`src/rtl/alu_issue_queue.sv`:
```
// Issue queue in front of a combinational 32-bit ALU: buffers commands, issues
// one per cycle through a registered stage and returns tagged results in order.
module alu_issue_queue #(
    parameter int DEPTH = 4,
    parameter int TAGW  = 4
) (
    input  logic                     CLK,
    input  logic                     RST_N,
    input  logic                     IN_VALID,
    output logic                     IN_READY,
    input  logic [31:0]              IN_A,
    input  logic [31:0]              IN_B,
    input  logic [3:0]               IN_INST,
    input  logic                     IN_SEL,
    input  logic [TAGW-1:0]          IN_TAG,
    output logic [31:0]              A,
    output logic [31:0]              B,
    output logic [3:0]               INST,
    output logic                     SEL,
    input  logic [31:0]              Z,
    output logic                     OUT_VALID,
    input  logic                     OUT_READY,
    output logic [31:0]              OUT_Z,
    output logic [TAGW-1:0]          OUT_TAG,
    output logic [$clog2(DEPTH):0]   COUNT
);

    localparam int PW = $clog2(DEPTH);
    localparam int CW = PW + 1;
    localparam logic [CW-1:0] FULL_CNT = CW'(DEPTH);

    typedef struct packed {
        logic [TAGW-1:0] tag;
        logic            sel;
        logic [3:0]      inst;
        logic [31:0]     b;
        logic [31:0]     a;
    } cmd_t;

    cmd_t mem [DEPTH];

    logic [PW-1:0]   wr_ptr_reg, rd_ptr_reg;
    logic [CW-1:0]   count_reg, count_next;
    logic [31:0]     a_reg, b_reg;
    logic [3:0]      inst_reg;
    logic            sel_reg;
    logic [TAGW-1:0] itag_reg;
    logic            iv_reg;
    logic            ov_reg;
    logic [31:0]     oz_reg;
    logic [TAGW-1:0] otag_reg;

    logic push, pop, ofree, adv, capture;

    // Readiness looks only at the registered occupancy so a pop never opens
    // a slot for a push within the same cycle.
    assign IN_READY = (count_reg < FULL_CNT) && RST_N;
    assign push     = IN_VALID && IN_READY;
    assign ofree    = !ov_reg || OUT_READY;
    assign adv      = !iv_reg || ofree;
    assign pop      = adv && (count_reg != '0);
    assign capture  = iv_reg && ofree;

    always_comb begin
        count_next = count_reg;
        case ({push, pop})
            2'b10:   count_next = count_reg + 1'b1;
            2'b01:   count_next = count_reg - 1'b1;
            default: count_next = count_reg;
        endcase
    end

    always_ff @(posedge CLK) begin
        if (push) begin
            mem[wr_ptr_reg] <= '{tag: IN_TAG, sel: IN_SEL, inst: IN_INST, b: IN_B, a: IN_A};
        end
    end

    always_ff @(posedge CLK) begin
        if (!RST_N) begin
            wr_ptr_reg <= '0;
            rd_ptr_reg <= '0;
            count_reg  <= '0;
        end else begin
            count_reg <= count_next;
            if (push) wr_ptr_reg <= wr_ptr_reg + 1'b1;
            if (pop)  rd_ptr_reg <= rd_ptr_reg + 1'b1;
        end
    end

    // Issue register doubles as the registered read port of the command RAM.
    always_ff @(posedge CLK) begin
        if (!RST_N) begin
            a_reg    <= '0;
            b_reg    <= '0;
            inst_reg <= '0;
            sel_reg  <= 1'b0;
            itag_reg <= '0;
            iv_reg   <= 1'b0;
        end else if (adv) begin
            iv_reg <= pop;
            if (pop) begin
                a_reg    <= mem[rd_ptr_reg].a;
                b_reg    <= mem[rd_ptr_reg].b;
                inst_reg <= mem[rd_ptr_reg].inst;
                sel_reg  <= mem[rd_ptr_reg].sel;
                itag_reg <= mem[rd_ptr_reg].tag;
            end
        end
    end

    always_ff @(posedge CLK) begin
        if (!RST_N) begin
            ov_reg   <= 1'b0;
            oz_reg   <= '0;
            otag_reg <= '0;
        end else if (capture) begin
            ov_reg   <= 1'b1;
            oz_reg   <= Z;
            otag_reg <= itag_reg;
        end else if (OUT_READY) begin
            ov_reg <= 1'b0;
        end
    end

    assign A         = a_reg;
    assign B         = b_reg;
    assign INST      = inst_reg;
    assign SEL       = sel_reg;
    assign OUT_VALID = ov_reg;
    assign OUT_Z     = oz_reg;
    assign OUT_TAG   = otag_reg;
    assign COUNT     = count_reg;

endmodule
```
`config.mk`:
```
export PLATFORM = sky130hd
export DESIGN_NAME = alu_issue_queue
export DESIGN_NICKNAME = d
export VERILOG_FILES = /design/src/rtl/alu_issue_queue.sv
export SDC_FILE = /design/constraint.sdc
export NUM_CORES = 1
export LEC_CHECK = 0
export ABC_CLOCK_PERIOD_IN_PS = 3350
export BUFFER_PORTS_ARGS = -buffer_cell sky130_fd_sc_hd__buf_4
export CAP_MARGIN = 20
export CORE_MARGIN = 1.5
export CORE_UTILIZATION = 51
export CTS_CLUSTER_SIZE = 30
export DETAILED_ROUTE_END_ITERATION = 10
export HOLD_SLACK_MARGIN = 0.03
export PLACE_DENSITY = 0.72
export SLEW_MARGIN = 15
export SYNTH_ARGS = -nofsm -noshare
export SYNTH_HDL_FRONTEND = slang
export SYNTH_SLANG_ARGS = --single-unit
```
`constraint.sdc`:
```
create_clock -name CLK -period 3.35 [get_ports CLK]
set_clock_uncertainty 0.1 [all_clocks]
set_input_delay 0.67 -clock CLK [delete_from_list [all_inputs] [get_ports CLK]]
set_output_delay 0.67 -clock CLK [all_outputs]
set_load 0.05 [all_outputs]
```
# Word level (Yosys, flattened, before mapping)

Memory sizes are Yosys's and may differ from the RTL's. A register that Yosys moved wholly into a read port is not among the register bits.
Cells that the tools add are included.

Register bits: 45
RAM bits: 292
Bits of input ports: 109
Output and inout port bits: 110
Logic and storage cells: 33
Memories kept: 1

Memories:

| memory | words | width | read ports | clocked after memory_dff | wr ports | RTL line | RTL |
|---|---|---|---|---|---|---|---|
| mem    | 4     | 73    | 1          | 1                        | 1        | 40       | `cmd_t mem [DEPTH];` |

Add/subtract/negate cells: 4
$lt $le $gt $ge: 1
Eq/ne operators: 2
Multiplexer cells: 5
Reduce and logical (&&, ||, !) cells: 13

Operator list:

| cell                | number |
|---|---|
| $pmux 3 s2          | 1 |
| $add 2x1->2 const B | 2 |
| $logic_and 1x1->1   | 4 |
| $mux 1              | 4 |
| $reduce_bool 2->1   | 2 |
| $add 3x1->3 const B | 1 |
| $logic_not 1->1     | 3 |
| $lt 3x3->1 const B  | 1 |
| $reduce_bool 3->1   | 1 |
| $sub 3x1->3 const B | 1 |
| $eq 2x1->1 const B  | 1 |
| $eq 2x2->1 const B  | 1 |
| $logic_or 1x1->1    | 2 |
| $reduce_and 2->1    | 1 |

# Logic depth before layout (Yosys ltp)

Word-level depth: 6
Mapped depth: 10
Gate-level depth less buffers: 8

# Least setup slack after synthesis

No wires, ideal clock.

Kind: input -> register
From: in IN_VALID
To: mem mem[1][0] (netlist name), enable pin
Library setup time: 0.439 ns
Arrival time: 2.786 ns
Required time: 2.811 ns
Path slack: 0.024 ns
Stages: 3
Path buffers: 1
Path through: and3b_1 clkbuf_1 and2_1

Cells in the longest elaborated chain, start to end: 3

Ends and longest elaborated chain:

| element                      | RTL line | RTL |
|---|---|---|
| start: declaration           | 9        | `input logic IN_VALID,` |
| $logic_and 1x1->1            | 58       | `assign push = IN_VALID && IN_READY;` |
| $mux 1                       | 74       | `if (push) begin` |
| $mux 1 (implied by the code) | 75       | `mem[wr_ptr_reg] <= '{tag: IN_TAG, sel: IN_SEL, inst: IN_INST, b: IN_B, a: IN_A};` |
| end: declaration             | 40       |  |

No other way between the ends.

# Worst setup path in the final report

From: reg count_reg[2] (netlist: COUNT[2])
To: reg count_reg[2] (netlist: COUNT[2])

Cells in the longest elaborated chain, start to end: 5
Elaborated cells between the ends (all ways): 11
Classes of those cells: 2 x add/sub; 1 x order compare; 2 x eq/ne; 1 x mux; 5 x reduce/logical

Ends and longest elaborated chain:

| element                                                | RTL line | RTL |
|---|---|---|
| start: declaration                                     | 43       | `logic [CW-1:0] count_reg, count_next;` |
| start signal: assignment                               | 85       | `count_reg <= count_next;` |
| $lt 3x3->1                                             | 57       | `assign IN_READY = (count_reg < FULL_CNT) && RST_N;` |
| $logic_and 1x1->1                                      | 57       |  |
| $logic_and 1x1->1                                      | 58       |  |
| $eq 2x1->1 / $eq 2x2->1 (equally long branches)        | 66       | `case ({push, pop})` |
| $pmux 3 s2 / $reduce_bool 2->1 (equally long branches) | -        |  |

Several ways; a longest one is shown, not always the timed one.
A chain may end at the register's enable or synchronous reset.

==> key figures <==
Outcome
  • Status: finished, final reports clean

Yosys
  • Post-synth ARST share: 0
  • Most used DFF post-synth: edfxtp_1
  • Synth unique cells: 28
  • Post-synth EDFFs: 292
  • Post-synthesis cell area: 14970 µm²
  • Synth Area in Compound Gates: 0.07046
  • Syn_nets: between 900 and 1000
  • Synth Area in Simple Gates: 0.03954
  • Synthesis warning total: 0
  • Flops & latches, synth: 410
  • Largest family of logic cells by synthesized area: multiplexers
  • Syn Area/Cell: around 18 µm²
  • Post-synthesis adder-cell area fraction: 0.005517
  • Register area share after synthesis: 0.7436
  • Synth area leaders: edfxtp_1, dfxtp_1, mux4_2
  • Synthesized netlist cell count: 848
  • Post-synthesis mux area share: 0.1098
  • Post-synthesis xor/xnor area fraction: 0.001755
  • Synth top area share: 0.5858
  • Yosys top cell by area: edfxtp_1

Route
  • WL met3: 1949 µm
  • DRT Wirelength: 30140 µm
  • WL met2: 14930 µm
  • Via count: about 8100
  • Uppermost routed layer: met4
  • Post-route ant nets: 0
  • Vias/cell: 5.471
  • Drt initial violations: ~470
  • M1 wire length: 12450 µm
  • WL per Instance: between 20 and 25 µm
  • Drt first pass iters: 4
  • Post-route DRC: 0

Power
  • Power Density: 868.5 nW/µm²
  • Sw frac: 0.3361
  • NetSw: between 0.005 and 0.006 W
  • Worst VDD drop: 0.5819 mV
  • P_leak: 6.348 nW
  • Total power: 0.01595 W
  • Clock network power share: 0.286
  • Cell Int Power: 0.01059 W
  • Sequential share of power: 0.412
  • Comb pwr share: 0.302

Cells and area
  • Area Growth Syn to Fin: 22.66%
  • Final net count: ~1200
  • Most frequent cells in the layout: edfxtp_1, buf_4, dfxtp_1
  • Max reg flops: 292
  • Share of cells above drive strength 1: 0.3469
  • Antenna diode count: 0
  • Commonest non-fill, non-tap cell in the layout: edfxtp_1
  • Largest register by flop count: mem

STA
  • Relative slew slack: 0.3342
  • F_max: 436.1 MHz
  • Minimum clock period: 2293 ps
  • TNS Setup: 0 ps
  • Final setup viols: 0
  • Worst-Margin Slew: about 1000 ps
  • Final-report hold violation count: 0
  • Final setup margin: around 1100 ps
  • Fin crit share: 0.6846
  • RSZ-0062 raised after global routing: false
  • Pins Over Slew Limit: 0

Setup path
  • Critical path required time: between 3000 and 4000 ps
  • CP endpoint kind: register
  • Worst Path Arrival: 2640 ps
  • R2r worst-path depth: 8
  • RR Endpoint: COUNT[2]
  • CP Launch Type: register
  • Worst setup path class: register to register
  • Critical R2R Launch: COUNT[2]
  • Crit path max fanout: 8
  • R2R Setup Slk: 1060 ps

Placement
  • GP Congestion: 0.7563
  • HPWL after DPL: between 15000 and 20000 µm
  • PortBufs: 218
  • Place WS: 794.1 ps

Die
  • Ports: 219
  • CORE AREA: 28780 µm²
  • Starting density of the core: 0.5201
  • FP Rows: 62
  • DIE AREA: 30390 µm²
  • Die Width: 174.3 µm
  • Chip height: between 150 and 200 µm

CTS
  • Number of CTS-inserted buffers: 42
  • Post-CTS Setup Bufs: 0
  • Sink Count: 410
  • Root Buffer: clkbuf_16
  • H-tree Lvls: 2
  • CTS resizes: 0
  • Worst-Skew Late Latency: 520 ps
  • Clock Pin Slew Worst Setup and Hold Paths: 60 ps
  • CTS Hold Bufs: 0
  • Clock tree buffer depth: 3
  • CTS tree: done

Global routing
  • Largest net degree at the start of global routing: 74
  • Congestion Overflow GR: 0
  • Vias in the first global route: 8373
  • GRT Overall Usage: 0.2023
  • First-pass GRT wire length: 47020 µm
  • Initial antenna violation count: 0

Min path
  • Hold endpoint: mem[1][32]
  • Hold path start: IN_B[0]
  • Hold depth: 1
  • Hold Crit Class: input port to register

Job
  • Max cap viols: 0
## cells in the mapped netlist (all sizes together), types with 2 or more instances
library cell and count:
edfxtp 292, dfxtp 118, nand2 75, mux4 73, o2bb2ai 73, a21oi 42, o21ai 38, nand3 36
buf 32, clkbuf 30, inv 9, nor2 6, ha 5, and2 4, and3b 2, nor3 2
o31ai 2, or3 2, xor2 2
## layout make-up
type	instances	area [µm²]
Clock inverter	15	156.4
Timing Repair Buffer	240	1909
Tap cell	384	480.5
Clock buffer	63	1224
Sequential cell	410	11140
Inverter	9	33.78
Multi-Input combinational cell	367	3420
Fill cell	2026	10420
## kinds of logic (layout without fill, tap and decap cells)
| family | count (synthesis) | count (layout) |
|---|---|---|
| AO/OA/AOI/OAI | 155 | 155 |
| flip-flops | 410 | 410 |
| AND/OR/NAND/NOR | 130 | 130 |
| adder cells (fa/ha/maj) | 6 | 6 |
| buffers and inverters | 71 | 327 |
| multiplexers | 73 | 73 |
| XOR/XNOR | 3 | 3 |
## worst max-delay path by stage
| stage | end | start | slack (ps) |
|---|---|---|---|
| 6_report | COUNT[2] | COUNT[2] | 1060 |
| 5_1_grt | COUNT[2] | COUNT[2] | 880 |
| 4_1_cts | COUNT[2] | COUNT[2] | 1060 |
| 3_5_place_dp | COUNT[2] | IN_VALID | 790 |
| 3_3_place_gp | COUNT[2] | OUT_READY | 830 |
| 2_1_floorplan | mem[1][0] | IN_VALID | 20 |
## critical path, cell delays in order, from the launching register on
cell     delay, ps
dfxtp_1        470
and3b_1        320
inv_1           90
ha_1           170
inv_1           60
fa_1           370
xor2_1         160
or3_1          310
a21oi_1        150
## metal layers
layer	GRT usage	vias up
li1	-	3772
met1	0.2604	4063
met2	0.3461	252
met3	0.04003	54
met4	0.06573	0
met5	0	-
## power groups by stage
stage | registers [W] | logic, W | clock network (W)
after global placement | 0.00666 | 0.00480 | 0
after CTS | 0.00658 | 0.00486 | 0.00467
after global routing | 0.00666 | 0.00510 | 0.00488
after floorplan | 0.00798 | 0.00218 | 0
final | 0.00656 | 0.00482 | 0.00456
after detailed placement | 0.00668 | 0.00484 | 0
## through the flow
stage	utilization	hold WS, ps	std cells	instance area [µm²]
2_1_floorplan	-	342.1	848	14970
3_3_place_gp	0.5891	348.3	1409	16950
3_5_place_dp	0.5891	354.4	1409	16950
4_1_cts	0.6370	222.9	1487	18330
5_1_grt	0.6380	217.0	1488	18360
6_report	0.6380	237.9	1488	18360
Power figures use the tool's default switching activity.
